File: config.mk
export PLATFORM = sky130hd
export DESIGN_NAME = instr_encoder
export DESIGN_NICKNAME = d
export VERILOG_FILES = /design/src/rtl/instr_encoder.sv
export SDC_FILE = /design/constraint.sdc
export NUM_CORES = 1
export LEC_CHECK = 0
export BUFFER_PORTS_ARGS = -buffer_cell sky130_fd_sc_hd__buf_4
export CELL_PAD_IN_SITES_DETAIL_PLACEMENT = 2
export CELL_PAD_IN_SITES_GLOBAL_PLACEMENT = 2
export CORE_MARGIN = 3
export CORE_UTILIZATION = 39
export DETAILED_ROUTE_END_ITERATION = 6
export GPL_TIMING_DRIVEN = 0
export PLACE_DENSITY = 0.95
export REMOVE_ABC_BUFFERS = 1
export SLEW_MARGIN = 30
export SYNTH_ARGS = -nofsm -noshare
export SYNTH_HDL_FRONTEND = slang
export SYNTH_SLANG_ARGS = --single-unit
File: constraint.sdc
create_clock -name clk -period 11.1 [get_ports clk]
set_input_delay 1.11 -clock clk [delete_from_list [all_inputs] [get_ports clk]]
set_output_delay 1.11 -clock clk [all_outputs]
set_load 0.005 [all_outputs]
File: src/rtl/instr_encoder.sv
// Encodes one MIPS instruction per accepted request and queues {word, address} pairs in a
// two-entry FIFO for a downstream memory writer.
//
// Ports:
//   clk, reset            clock and asynchronous active-high reset
//   base_load, base_addr  load the enqueue address (low two bits ignored)
//   in_valid/in_ready     request handshake; in_ready depends only on registered state
//   kind, rs, rt, rd,
//   shamt, funct, imm,
//   target                instruction fields of the request
//   out_valid/out_ready   output handshake; out_word/out_addr show the FIFO head
//   err, err_cnt          sticky reject flag and saturating reject counter
module instr_encoder (
    input  logic        clk,
    input  logic        reset,
    input  logic        base_load,
    input  logic [31:0] base_addr,
    input  logic        in_valid,
    output logic        in_ready,
    input  logic [3:0]  kind,
    input  logic [4:0]  rs,
    input  logic [4:0]  rt,
    input  logic [4:0]  rd,
    input  logic [4:0]  shamt,
    input  logic [5:0]  funct,
    input  logic [15:0] imm,
    input  logic [31:0] target,
    output logic        out_valid,
    input  logic        out_ready,
    output logic [31:0] out_word,
    output logic [31:0] out_addr,
    output logic        err,
    output logic [7:0]  err_cnt
);

    localparam logic [3:0] KindRtype = 4'd0;
    localparam logic [3:0] KindLw    = 4'd1;
    localparam logic [3:0] KindSw    = 4'd2;
    localparam logic [3:0] KindJ     = 4'd3;
    localparam logic [3:0] KindBeq   = 4'd4;
    localparam logic [3:0] KindBne   = 4'd5;
    localparam logic [3:0] KindAddi  = 4'd6;
    localparam logic [3:0] KindLui   = 4'd7;
    localparam logic [3:0] KindOri   = 4'd8;
    localparam logic [3:0] KindSlti  = 4'd9;
    localparam logic [3:0] KindAndi  = 4'd10;

    localparam logic [5:0] OpRtype = 6'b000000;
    localparam logic [5:0] OpLw    = 6'b100011;
    localparam logic [5:0] OpSw    = 6'b101011;
    localparam logic [5:0] OpJ     = 6'b000010;
    localparam logic [5:0] OpBeq   = 6'b000100;
    localparam logic [5:0] OpBne   = 6'b000101;
    localparam logic [5:0] OpAddi  = 6'b001000;
    localparam logic [5:0] OpLui   = 6'b001111;
    localparam logic [5:0] OpOri   = 6'b001101;
    localparam logic [5:0] OpSlti  = 6'b001010;
    localparam logic [5:0] OpAndi  = 6'b001100;

    localparam logic [5:0] FunctSll = 6'b000000;
    localparam logic [5:0] FunctSrl = 6'b000010;

    logic [31:0] enq_addr_q, enq_addr_d;
    logic [63:0] mem_q [2];
    logic        wr_ptr_q, rd_ptr_q;
    logic [1:0]  count_q, count_d;
    logic        err_q;
    logic [7:0]  err_cnt_q;

    logic [31:0] next_pc;
    logic [31:0] diff;
    logic        br_ok;
    logic [31:0] word;
    logic        legal;
    logic        in_fire, out_fire, push, reject;
    logic [4:0]  rs_eff, shamt_eff;

    assign next_pc = enq_addr_q + 32'd4;
    assign diff    = target - next_pc;
    // enq_addr is always word aligned, so diff[1:0] == 0 is exactly target[1:0] == 0.
    // The range [-131072, +131068] is an 18-bit signed value: bits 31..17 all equal.
    assign br_ok   = (diff[1:0] == 2'b00) &&
                     ((diff[31:17] == 15'h0000) || (diff[31:17] == 15'h7fff));

    always_comb begin
        word      = '0;
        legal     = 1'b1;
        rs_eff    = rs;
        shamt_eff = shamt;
        case (kind)
            KindRtype: begin
                // Shifts by constant have no rs; everything else has no shamt.
                if (funct == FunctSll || funct == FunctSrl) begin
                    rs_eff = '0;
                end else begin
                    shamt_eff = '0;
                end
                word = {OpRtype, rs_eff, rt, rd, shamt_eff, funct};
            end
            KindLw:   word = {OpLw, rs, rt, imm};
            KindSw:   word = {OpSw, rs, rt, imm};
            KindAddi: word = {OpAddi, rs, rt, imm};
            KindOri:  word = {OpOri, rs, rt, imm};
            KindSlti: word = {OpSlti, rs, rt, imm};
            KindAndi: word = {OpAndi, rs, rt, imm};
            KindLui:  word = {OpLui, 5'b00000, rt, imm};
            KindBeq: begin
                word  = {OpBeq, rs, rt, diff[17:2]};
                legal = br_ok;
            end
            KindBne: begin
                word  = {OpBne, rs, rt, diff[17:2]};
                legal = br_ok;
            end
            KindJ: begin
                word  = {OpJ, target[27:2]};
                legal = (target[1:0] == 2'b00) && (target[31:28] == next_pc[31:28]);
            end
            default: legal = 1'b0;
        endcase
    end

    // in_ready is a function of the registered occupancy only, so a pop in the same cycle
    // never opens a slot (no bypass).
    assign in_ready  = (count_q != 2'd2);
    assign out_valid = (count_q != 2'd0);
    assign in_fire   = in_valid && in_ready;
    assign out_fire  = out_valid && out_ready;
    assign push      = in_fire && legal;
    assign reject    = in_fire && !legal;

    always_comb begin
        count_d = count_q;
        if (push && !out_fire) begin
            count_d = count_q + 2'd1;
        end else if (!push && out_fire) begin
            count_d = count_q - 2'd1;
        end
    end

    // base_load takes priority: a request in the same cycle still uses the old address.
    always_comb begin
        enq_addr_d = enq_addr_q;
        if (base_load) begin
            enq_addr_d = base_addr & 32'hffff_fffc;
        end else if (push) begin
            enq_addr_d = next_pc;
        end
    end

    always_ff @(posedge clk or posedge reset) begin
        if (reset) begin
            enq_addr_q <= '0;
            mem_q[0]   <= '0;
            mem_q[1]   <= '0;
            wr_ptr_q   <= 1'b0;
            rd_ptr_q   <= 1'b0;
            count_q    <= '0;
            err_q      <= 1'b0;
            err_cnt_q  <= '0;
        end else begin
            enq_addr_q <= enq_addr_d;
            count_q    <= count_d;
            if (push) begin
                mem_q[wr_ptr_q] <= {word, enq_addr_q};
                wr_ptr_q        <= ~wr_ptr_q;
            end
            if (out_fire) begin
                rd_ptr_q <= ~rd_ptr_q;
            end
            if (reject) begin
                err_q <= 1'b1;
                if (err_cnt_q != 8'hff) begin
                    err_cnt_q <= err_cnt_q + 8'd1;
                end
            end
        end
    end

    assign out_word = mem_q[rd_ptr_q][63:32];
    assign out_addr = mem_q[rd_ptr_q][31:0];
    assign err      = err_q;
    assign err_cnt  = err_cnt_q;

endmodule

Word level (Yosys, flattened, before mapping)
Cells that the tools add are included.
{"block": "totals", "ff_bits": 173, "latch_bits": 0, "mem_bits_rw": 0, "romBits": 0, "in_bits": 115, "word_cells": 74, "n_memories": 0}
{"block": "classes", "add_sub_neg": 5, "mul": 0, "div_mod_pow": 0, "n_lt_le_gt_ge": 3, "n_eq_ne": 15, "n_shift": 0, "mux": 14, "bitwise": 4, "reduce_logical": 25}
{"op": "32-bit one-hot mux with 11 select lines", "n": 1}
{"op": "64-bit 2-to-1 mux", "n": 4}
{"op": "128-bit bitwise mux", "n": 1}
{"op": "64-bit demux with 1-bit select", "n": 1}
{"op": "32-bit 2-to-1 mux", "n": 2}
{"op": "32-bit by 3-bit adder with 32-bit output, second input constant", "n": 1}
{"op": "32-bit subtractor", "n": 1}
{"op": "4-bit by 3-bit == test with 1-bit output, second input constant", "n": 4}
{"op": "15-bit == test, second input constant", "n": 1}
{"op": "15-bit zero test", "n": 1}
{"op": "4-bit == test, second input constant", "n": 3}
{"op": "5-bit 2-to-1 mux", "n": 2}
{"op": "1-bit logical AND", "n": 9}
{"op": "8-bit by 1-bit adder with 8-bit output, second input constant", "n": 1}
{"op": "4-bit by 2-bit == test with 1-bit output, second input constant", "n": 2}
{"op": "8-bit != test, second input constant", "n": 1}
{"op": "8-bit OR reduction", "n": 1}
{"op": "6-bit by 2-bit == test with 1-bit output, second input constant", "n": 1}
{"op": "6-bit zero test", "n": 1}
{"op": "2-bit nonzero test", "n": 3}
{"op": "4-bit by 1-bit == test with 1-bit output, second input constant", "n": 1}
{"op": "4-bit == test", "n": 1}
{"op": "2-bit >= comparator, second input constant", "n": 2}
{"op": "2-bit zero test", "n": 2}
{"op": "13 further kinds", "n": 19}

Logic depth before layout (Yosys ltp)
Gate-level depths: netlist of run 1.
{"block": "logic_depth", "ltp_word": 11, "mapped_depth": 32, "ltp_nobuf": 28}

Worst setup path before layout of run 1
Ideal clock, no wire load.
{"block": "synth_path", "path_type": "register to register", "startpoint": "register enq_addr_q[6]", "endpoint": "register mem_q[10] in the netlist's numbering", "setup_time_ps": 125, "arrival_time_ps": 5453, "required_ps": 10975, "slack_ps": 5522, "stages_incl_launch_ff": 26, "path_buffers": 5, "period_less_slack_ps": 5578, "path_cell_list": "dfrtp_1 -> buf_2 -> nand4_4 -> buf_2 -> buf_4 -> nor3_2 -> inv_1 -> nor2_1 -> nand3_1 -> nor2_1 -> nand3_1 -> xor2_1 -> ha_1 -> clkbuf_1 -> and3_1 -> nor2b_1 -> and3_1 -> o2111ai_1 -> a2111oi_1 -> a211oi_1 -> a2111oi_2 -> o2111ai_1 -> nor2b_4 -> a211oi_4 -> buf_6 -> mux2_2"}
{"block": "synth_between", "elab_chain_cells": 7}
{"item": "start, declared", "line": "63", "rtl": "logic [31:0] enq_addr_q, enq_addr_d;"}
{"item": "start signal, assigned", "line": "162", "rtl": "enq_addr_q <= enq_addr_d;"}
{"item": "32-bit by 3-bit adder with 32-bit output (*)", "line": "78", "rtl": "assign next_pc = enq_addr_q + 32'd4;"}
{"item": "32-bit subtractor", "line": "79", "rtl": "assign diff = target - next_pc;"}
{"item": "15-bit == test or 15-bit zero test (tied branches)", "line": "83", "rtl": "((diff[31:17] == 15'h0000) || (diff[31:17] == 15'h7fff));"}
{"item": "1-bit logical OR", "line": "83"}
{"item": "1-bit logical AND", "line": "82", "rtl": "assign br_ok = (diff[1:0] == 2'b00) &&"}
{"item": "1-bit one-hot mux with 3 select lines (*)", "line": "90", "rtl": "case (kind)"}
{"item": "1-bit logical AND (*)", "line": "129", "rtl": "assign push = in_fire && legal;"}
{"item": "end signal, assigned by index", "line": "165", "rtl": "mem_q[wr_ptr_q] <= {word, enq_addr_q};"}
{"item": "end, declared", "line": "64", "rtl": "logic [63:0] mem_q [2];"}
Mark *: on every way between the ends. The rest lies on a longest branch, timed or not.
A chain may end at the register's enable or synchronous reset.

Worst setup path in the final report of run 1
{"block": "layout_path", "startpoint": "register enq_addr_q[2]", "endpoint": "register count_q[1]"}
{"block": "layout_between", "elab_chain_cells": 10}
{"item": "32-bit by 3-bit adder with 32-bit output (*)", "line": "78"}
{"item": "32-bit subtractor", "line": "79"}
{"item": "15-bit == test or 15-bit zero test (tied branches)", "line": "83"}
{"item": "1-bit logical OR", "line": "83"}
{"item": "1-bit logical AND", "line": "82"}
{"item": "1-bit one-hot mux with 3 select lines (*)", "line": "90"}
{"item": "1-bit logical AND (*)", "line": "129"}
{"item": "via push", "line": "75", "rtl": "logic in_fire, out_fire, push, reject;"}
{"item": "1-bit zero test", "line": "136", "rtl": "end else if (!push && out_fire) begin"}
{"item": "1-bit logical AND", "line": "136"}
{"item": "2-bit nonzero test (no line)"}
{"item": "end signal, assigned", "line": "163", "rtl": "count_q <= count_d;"}
{"item": "end, declared", "line": "66", "rtl": "logic [1:0] count_q, count_d;"}
Mark *: on every way through the listed nets, which the timed path passes. The rest lies on a longest branch.

==> run_results.csv, run 1 <==
group,metric,value,unit
outcome,status,"complete, but fails checks",
outcome,violations,"DRC",
route,drc,4,
pwr,power_frac_comb,42.7,%
placed_design,portBuffers,184,
global_route,grt_max_degree,87,
route,detail_route.iter0.violations,764,
final_layout,postLayoutCellArea,0.01331,mm²
pwr,power,2.961,mW
setup_path,critPathBufInv,2,
route,vias,9920,
synthesis,synth_adder_area_share,3.308,%
timing,finalSetupTns,0,ps
global_route,grt_first_pass_wirelength,68370,µm
clocking,cts.path.max_buffers,2,
floorplanning,coreArea,0.02740,mm²
setup_path,cpLargestDelayFamily,"simple AND/OR/NAND/NOR gates",
synthesis,synthMuxAreaShare,18.83,%
floorplanning,start_util,40.31,%
clocking,clk_latency,460,ps
synthesis,ys.flop_type,"dfrtp_1",
timing,slew_headroom,36.51,%
synthesis,ys_seq_area_share,37.39,%
synthesis,synth-compound-area-share,15.10,%
timing,period_needed,8278,ps
global_route,antenna_found_initial,1,
synthesis,syn-cell-area,0.01104,mm²
setup_path,timing.rr.start,"enq_addr_q[2]$_DFFE_PP0P_",
hold_path,worstHoldEndpoint,"mem_q[124]$_DFFE_PP0P_",
placed_design,place_area,0.01270,mm²
floorplanning,rows,60,
placed_design,gp_congestion,0.8737,
pwr,power_frac_seq,35.4,%
synthesis,ys_warn_count,0,
timing,rsz0062_at_grt,"no",
timing,fin_crit_sh,74.57,%
hold_path,hold_path_startpoint,"mem_q[124]$_DFFE_PP0P_",
setup_path,crit_slowest_cell,"a21o_2",
global_route,grt_pass1_vias,11216,
clocking,path_clk_slew,70,ps
final_layout,syn2layout_area_growth,20.52,%
pwr,power_density,222.5,mW/mm²
pwr,p_clk_share,21.9,%
clocking,cts_inserted_buffers,17,
global_route,grt_usage,28.67,%
synthesis,synth_top_family_by_area,"multiplexers",
clocking,cts_hold_buf,0,
timing,finalSetupViolations,0,
clocking,cts_setup_buffers,0,
synthesis,synth_cell_types,90,
pwr,p_sw,1.068,mW
final_layout,drive_gt1_share,31.72,%
route,firstDrtPassIters,7,
pwr,switching_share,36.07,%
placed_design,dp_slack,3232,ps
hold_path,min_path_type,"register to register",
floorplanning,fp.dieW,174.3,µm
synthesis,synth-simple-area-share,14.64,%
setup_path,cp.arrival,8660,ps
placed_design,dp.cells,1581,
hold_path,hold_depth,1,
clocking,clkSinkCount,165,
clocking,cts_root_buffer,"clkbuf_16",
clocking,htreeDepth,4,
route,vias_per_cell,6.142,
placed_design,hpwl,30920,µm
final_layout,layout_commonest_cell,"buf_4",
global_route,gr-total-overflow,0,
floorplanning,die_h,174.3,µm
synthesis,synth_cells,1083,
final_layout,fillers,2844,
setup_path,max_stage_delay,780,ps
setup_path,required,11480,ps
floorplanning,die_area,0.03037,mm²
pwr,p_leak,5.641,nW
synthesis,async_flop_share,100.0,%
route,ant_nets,0,
final_layout,layout_common_cells,"buf_4, dfrtp_1, mux2_2",
setup_path,r2r-end,"count_q[1]$_DFFE_PP0P_",
pwr,p_int,1.893,mW
clocking,tritoncts,"built",
timing,fmax,120.8,MHz
route,wl_per_cell,27.33,µm
final_layout,fin_nets,1366,
timing,fin_worst_skew,15.10,ps
setup_path,rrSetupSlack,2820,ps
timing,tightest_slew,949.7,ps
synthesis,synth_edf_count,0,
final_layout,multi_input_area,0.006421,mm²
synthesis,synth-seq-cells,165,
timing,fin_ws,2822,ps
synthesis,syn_area_per_cell,10.20,µm²
route,wl,44130,µm
final_layout,regArea,0.004133,mm²
synthesis,synth_xor_area_share,6.050,%
floorplanning,ios,190,
job,maxCapViolCount,0,
clocking,ctsResizeCount,0,
final_layout,instances_no_fill,1615,
setup_path,end_kind,"register",
setup_path,r2r_cells,25,
setup_path,path_max_fanout,53,
timing,hold_viol,0,
timing,slew_violations,0,
setup_path,cp-start-kind,"register",
pwr,ir_drop,0.1123,mV
setup_path,crit_type,"register to register",
-- metrics by stage --
stage | hold slack [ps] | utilization [%]
after floorplan | 452.2 | -
after CTS | 490.4 | 48.55
after global placement | 455.7 | 45.50
after global routing | 507.5 | 48.58
after detailed placement | 463.7 | 46.35
final | 486.4 | 48.58
-- cell type report --
cell class / instances / share of cell area [%]
multi-input cells: 820 / 48.24
inverters: 22 / 0.6768
well taps: 372 / 3.497
diodes: 1 / 0.01880
flip-flops and latches: 165 / 31.05
clock buffers: 21 / 3.384
repair buffers: 203 / 11.99
clock inverters: 11 / 1.137
-- power groups by stage --
stage | clock (mW) | combinational [mW] | sequential, mW
5_1_grt | 0.680 | 1.36 | 1.08
4_1_cts | 0.660 | 1.27 | 1.05
6_report | 0.649 | 1.26 | 1.05
3_5_place_dp | 0 | 1.24 | 1.05
3_3_place_gp | 0 | 1.13 | 1.03
2_1_floorplan | 0 | 0.693 | 0.984
-- state kept, by name, summed over array words and instances (netlist names) --
register / count
mem_q: 122
enq_addr_q: 30
err_cnt: 8
count_q: 2
err: 1
rd_ptr_q: 1
wr_ptr_q: 1
-- worst reg2reg max path: cells and delay by family, from the launching register on --
kind | cells | cell delay, ps
flops | 1 | 520
buf+inv | 2 | 410
simple gates | 13 | 3620
fa+ha+maj | 3 | 1200
compound gates | 4 | 1930
xor+xnor | 3 | 530
-- Yosys cell counts, types with 4 or more instances --
cell type  instances  share of area, %
o31ai_1           12              0.82
buf_4              6              0.41
a222oi_1          14               1.3
nor4_1             9              0.51
nand4_1            9              0.51
ha_1              22               2.5
nor3_1            18              0.82
a22o_1            10              0.79
o21bai_1           5              0.34
dfrtp_1          165                37
buf_1              5              0.17
a211oi_1           8              0.54
and2_1             6              0.34
nand3_1           38               1.7
nor2_1            61               2.1
a21o_1            14              0.95
xnor2_1           39               3.1
nand2b_1           9              0.51
inv_1             21              0.71
or2_2              6              0.34
a21oi_1           35               1.6
o21ai_0           38               1.7
clkbuf_1          39               1.3
and3_1            12              0.68
mux2_2           125                13
xor2_1            31               2.5
nand3b_1           4              0.27
mux2_1            57               5.8
nor2b_1            8              0.45
or3_1             22               1.2
a31oi_1           27               1.5
or4_1             14              0.95
buf_2             14              0.63
o211ai_1           8              0.54
maj3_1             9              0.82
nand2_1           64               2.2
buf_6             13               1.3
-- cells by family (layout without fill, tap and decap cells) --
| group | count (synthesis) | in the layout |
|---|---|---|
| buffers and inverters | 100 | 257 |
| muxes | 185 | 185 |
| and+or+nand+nor | 301 | 301 |
| other | 1 | 4 |
| AOI/OAI and AO/OA | 227 | 227 |
| adders and majority gates | 31 | 31 |
| xor gates and xnor gates | 73 | 73 |
| DFF | 165 | 165 |
-- routing by layer --
layer	wire length, µm	part of all wire, %	vias up	GRT usage, %
met5	0	0	-	0
li1	-	-	4309	-
met4	1465	3.3	0	10.99
met1	18050	41	5133	35.83
met2	22230	50	380	49.58
met3	2386	5.4	98	4.784
-- worst max-delay path by stage --
stage	startpoint	to	slack (ps)	depth (start not counted)
floorplan	enq_addr_q[4]$_DFFE_PP0P_	mem_q[10]$_DFFE_PP0P_	4480	16
global placement	enq_addr_q[2]$_DFFE_PP0P_	mem_q[88]$_DFFE_PP0P_	1660	21
detailed placement	enq_addr_q[2]$_DFFE_PP0P_	count_q[1]$_DFFE_PP0P_	3230	25
CTS	enq_addr_q[2]$_DFFE_PP0P_	count_q[1]$_DFFE_PP0P_	3070	25
global route	enq_addr_q[2]$_DFFE_PP0P_	count_q[1]$_DFFE_PP0P_	2560	25
finish	enq_addr_q[2]$_DFFE_PP0P_	count_q[1]$_DFFE_PP0P_	2820	25
No activity file was read; power rests on OpenSTA's default activity.
==> inputs of run 2 (changes only) <==
--- a/config.mk
+++ b/config.mk
@@ -5,14 +5,15 @@
 export SDC_FILE = /design/constraint.sdc
 export NUM_CORES = 1
 export LEC_CHECK = 0
+export ABC_AREA = 1
 export BUFFER_PORTS_ARGS = -buffer_cell sky130_fd_sc_hd__buf_4
 export CELL_PAD_IN_SITES_DETAIL_PLACEMENT = 2
 export CELL_PAD_IN_SITES_GLOBAL_PLACEMENT = 2
 export CORE_MARGIN = 3
-export CORE_UTILIZATION = 39
+export CORE_UTILIZATION = 31
 export DETAILED_ROUTE_END_ITERATION = 6
 export GPL_TIMING_DRIVEN = 0
-export PLACE_DENSITY = 0.95
+export PLACE_DENSITY = 0.92
 export REMOVE_ABC_BUFFERS = 1
 export SLEW_MARGIN = 30
 export SYNTH_ARGS = -nofsm -noshare
==> constraint.sdc (replaced) <==
create_clock -name clk -period 8.6 [get_ports clk]
set_input_delay 0.86 -clock clk [delete_from_list [all_inputs] [get_ports clk]]
set_output_delay 0.86 -clock clk [all_outputs]
set_load 0.005 [all_outputs]
==> run 2 against run 1 <==
  * The run now ends clean
  * Synthesized cell count grew 70%
  * Sequential power increased by 32%
  * Flip-flop and latch count unchanged
  * Highest routed layer unchanged
  * Register-to-register slack worse by 2200 ps
  * Combinational power up 66%
==> run_results.csv, run 2 <==
group,metric,value,unit
outcome,status,"complete, no violations",
route,wl,65320,µm
synthesis,ys_seq_area_share,34.76,%
job,maxCapViolCount,0,
synthesis,synth_top_area_share,34.76,%
synthesis,yosys.area.top_type,"dfrtp_1",
synthesis,synth-seq-cells,165,
pwr,p_clk_share,19.6,%
final_layout,layout_common_cells,"nand2_1, buf_4, dfrtp_1",
pwr,switching_share,49.49,%
setup_path,path_max_fanout,43,
clocking,tritoncts,"built",
pwr,power_frac_comb,48.3,%
floorplanning,coreArea,0.03776,mm²
setup_path,r2r_cells,34,
global_route,antenna_found_initial,3,
setup_path,crit_type,"register to register",
synthesis,syn_area_per_cell,6.470,µm²
final_layout,layout_commonest_cell,"nand2_1",
setup_path,cp.arrival,8340,ps
global_route,grt_first_pass_wirelength,100100,µm
synthesis,yosys-top-cells-count,"nand2_1, dfrtp_1, nand4_1",
synthesis,ys_warn_count,0,
synthesis,synth_cell_types,48,
global_route,gr-total-overflow,0,
final_layout,top_register,"mem_q",
final_layout,largest_reg_flops,122,
timing,finalSetupTns,0,ps
floorplanning,fp.dieW,201.8,µm
floorplanning,ios,190,
timing,fmax,124.9,MHz
global_route,grt_usage,31.60,%
route,vias,14532,
timing,fin_crit_sh,93.08,%
setup_path,rrSetupSlack,590,ps
placed_design,portBuffers,184,
floorplanning,rows,71,
floorplanning,start_util,31.46,%
clocking,cts_root_buffer,"clkbuf_16",
synthesis,synth_cells,1836,
timing,slew_headroom,29.74,%
timing,period_needed,8005,ps
clocking,clk_latency,490,ps
synthesis,yosysMostFrequentCell,"nand2_1",
setup_path,worst_path_most_repeated_cell,"nand2_1",
floorplanning,die_h,201.8,µm
global_route,grt_pass1_vias,16314,
route,vias_per_cell,5.869,
setup_path,end_kind,"register",
route,drc,0,
clocking,htreeDepth,4,
final_layout,fin_nets,2086,
final_layout,fillers,4489,
setup_path,required,8940,ps
clocking,path_clk_slew,70,ps
clocking,clkSinkCount,165,
synthesis,ys_top_cells_by_area,"dfrtp_1, nand2_1, nand4_1, nand3_1, inv_1",
pwr,p_leak,7.674,nW
timing,slew_violations,0,
pwr,power_frac_seq,32.1,%
route,firstDrtPassIters,5,
pwr,p_sw,2.144,mW
route,ant_nets,0,
timing,fin_worst_skew,28.89,ps
floorplanning,die_area,0.04070,mm²
clocking,cts.path.max_buffers,2,
timing,tightest_slew,1050,ps
setup_path,cp-start-kind,"register",
pwr,power_density,305.1,mW/mm²
setup_path,crit_slowest_cell,"dfrtp_1",
synthesis,syn-cell-area,0.01188,mm²
pwr,ir_drop,0.1651,mV
placed_design,hpwl,40800,µm
synthesis,async_flop_share,100.0,%
placed_design,place_area,0.01360,mm²
final_layout,postLayoutCellArea,0.01420,mm²
route,wl_per_cell,26.38,µm
clocking,cts_hold_buf,0,
timing,rsz0062_at_grt,"no",
final_layout,drive_gt1_share,13.66,%
setup_path,max_stage_delay,580,ps
final_layout,syn2layout_area_growth,19.56,%
final_layout,final_core_utilization,37.62,%
route,detail_route.iter0.violations,1123,
clocking,cts_inserted_buffers,17,
synthesis,synth_edf_count,0,
hold_path,min_path_type,"input port to asynchronous set/reset pin",
timing,fin_hold_ws,457.6,ps
placed_design,gp_congestion,0.8936,
pwr,p_int,2.189,mW
timing,finalSetupViolations,0,
global_route,grt_max_degree,90,
timing,hold_viol,0,
synthesis,ys.flop_type,"dfrtp_1",
## run 2: changes by cell type in the layout (fill, tap and decap cells not counted), sizes merged, moves of 14 or more
cell,delta
nand2,+783
or4,-14
nand4,+136
or3,-22
xnor2,-34
inv,+131
mux2,-182
a31oi,-26
nor2,+29
nand3,+94
a222oi,-14
## run 2: metrics by stage
step | instances | worst slack, ps | total power, mW
after floorplan | 1737 | 2678 | 2.295
after global placement | 2432 | 188.3 | 3.083
after detailed placement | 2441 | 799.3 | 3.309
after CTS | 2473 | 313.2 | 4.292
after global routing | 2476 | 165.3 | 4.554
final | 2476 | 594.9 | 4.333
## run 2: kinds of logic after synthesis
family | synth area share (%)
AND/OR/NAND/NOR | 45.21
buffers and inverters | 9.248
flip-flops | 34.76
AO/OA/AOI/OAI | 6.446
XOR/XNOR | 1.991
adder cells (fa/ha/maj) | 2.317
other | 0.03157
## run 2: final timing paths
check / startpoint / endpoint
setup / recovery: enq_addr_q[2]$_DFFE_PP0P_ / count_q[1]$_DFFE_PP0P_
hold / removal: reset / mem_q[115]$_DFFE_PP0P_
setup reg to reg: enq_addr_q[2]$_DFFE_PP0P_ / count_q[1]$_DFFE_PP0P_
hold reg to reg: mem_q[59]$_DFFE_PP0P_ / mem_q[59]$_DFFE_PP0P_
max in group asynchronous: reset / wr_ptr_q$_DFFE_PP0P_
min in group clk: mem_q[59]$_DFFE_PP0P_ / mem_q[59]$_DFFE_PP0P_
## run 2: final cells by class
| class | count | area, µm² | area share (%) |
|---|---|---|---|
| inverter | 149 | 576.8 | 4.061 |
| clock inverter | 11 | 112.6 | 0.7929 |
| timing repair buffer | 193 | 1569 | 11.05 |
| multi-input combinational | 1423 | 6690 | 47.11 |
| antenna | 3 | 7.507 | 0.05286 |
| clock buffer | 21 | 470.5 | 3.312 |
| tap | 511 | 639.4 | 4.502 |
| sequential | 165 | 4136 | 29.13 |
## run 2: power by group through the flow
| stage | logic (mW) | clock network [mW] | registers, mW |
|---|---|---|---|
| floorplan | 1.01 | 0 | 1.28 |
| global placement | 1.70 | 0 | 1.38 |
| detailed placement | 1.95 | 0 | 1.36 |
| CTS | 2.07 | 0.849 | 1.37 |
| global route | 2.26 | 0.877 | 1.41 |
| finish | 2.09 | 0.849 | 1.39 |
## run 2: layer usage
layer  GRT usage [%]  wire (µm)  up-vias
met5               0          0        -
met4           18.09       4130        0
met3           5.274       3672      262
met2           55.49      32490      660
met1           36.39      25020     7433
li1                -          -     6177
## run 2: worst max-delay path, delay by kind of cell, from the launching register on
| family | cells | cell delay (ps) |
|---|---|---|
| compound gates | 5 | 1270 |
| xor+xnor | 2 | 390 |
| fa+ha+maj | 3 | 970 |
| buf+inv | 6 | 960 |
| flops | 1 | 580 |
| simple gates | 18 | 3600 |
## run 2: timing repair
item | in CTS | in global routing
gates resized for setup | 0 | 2
endpoints found under the setup margin | 0 | 31
setup buffers | 0 | 0
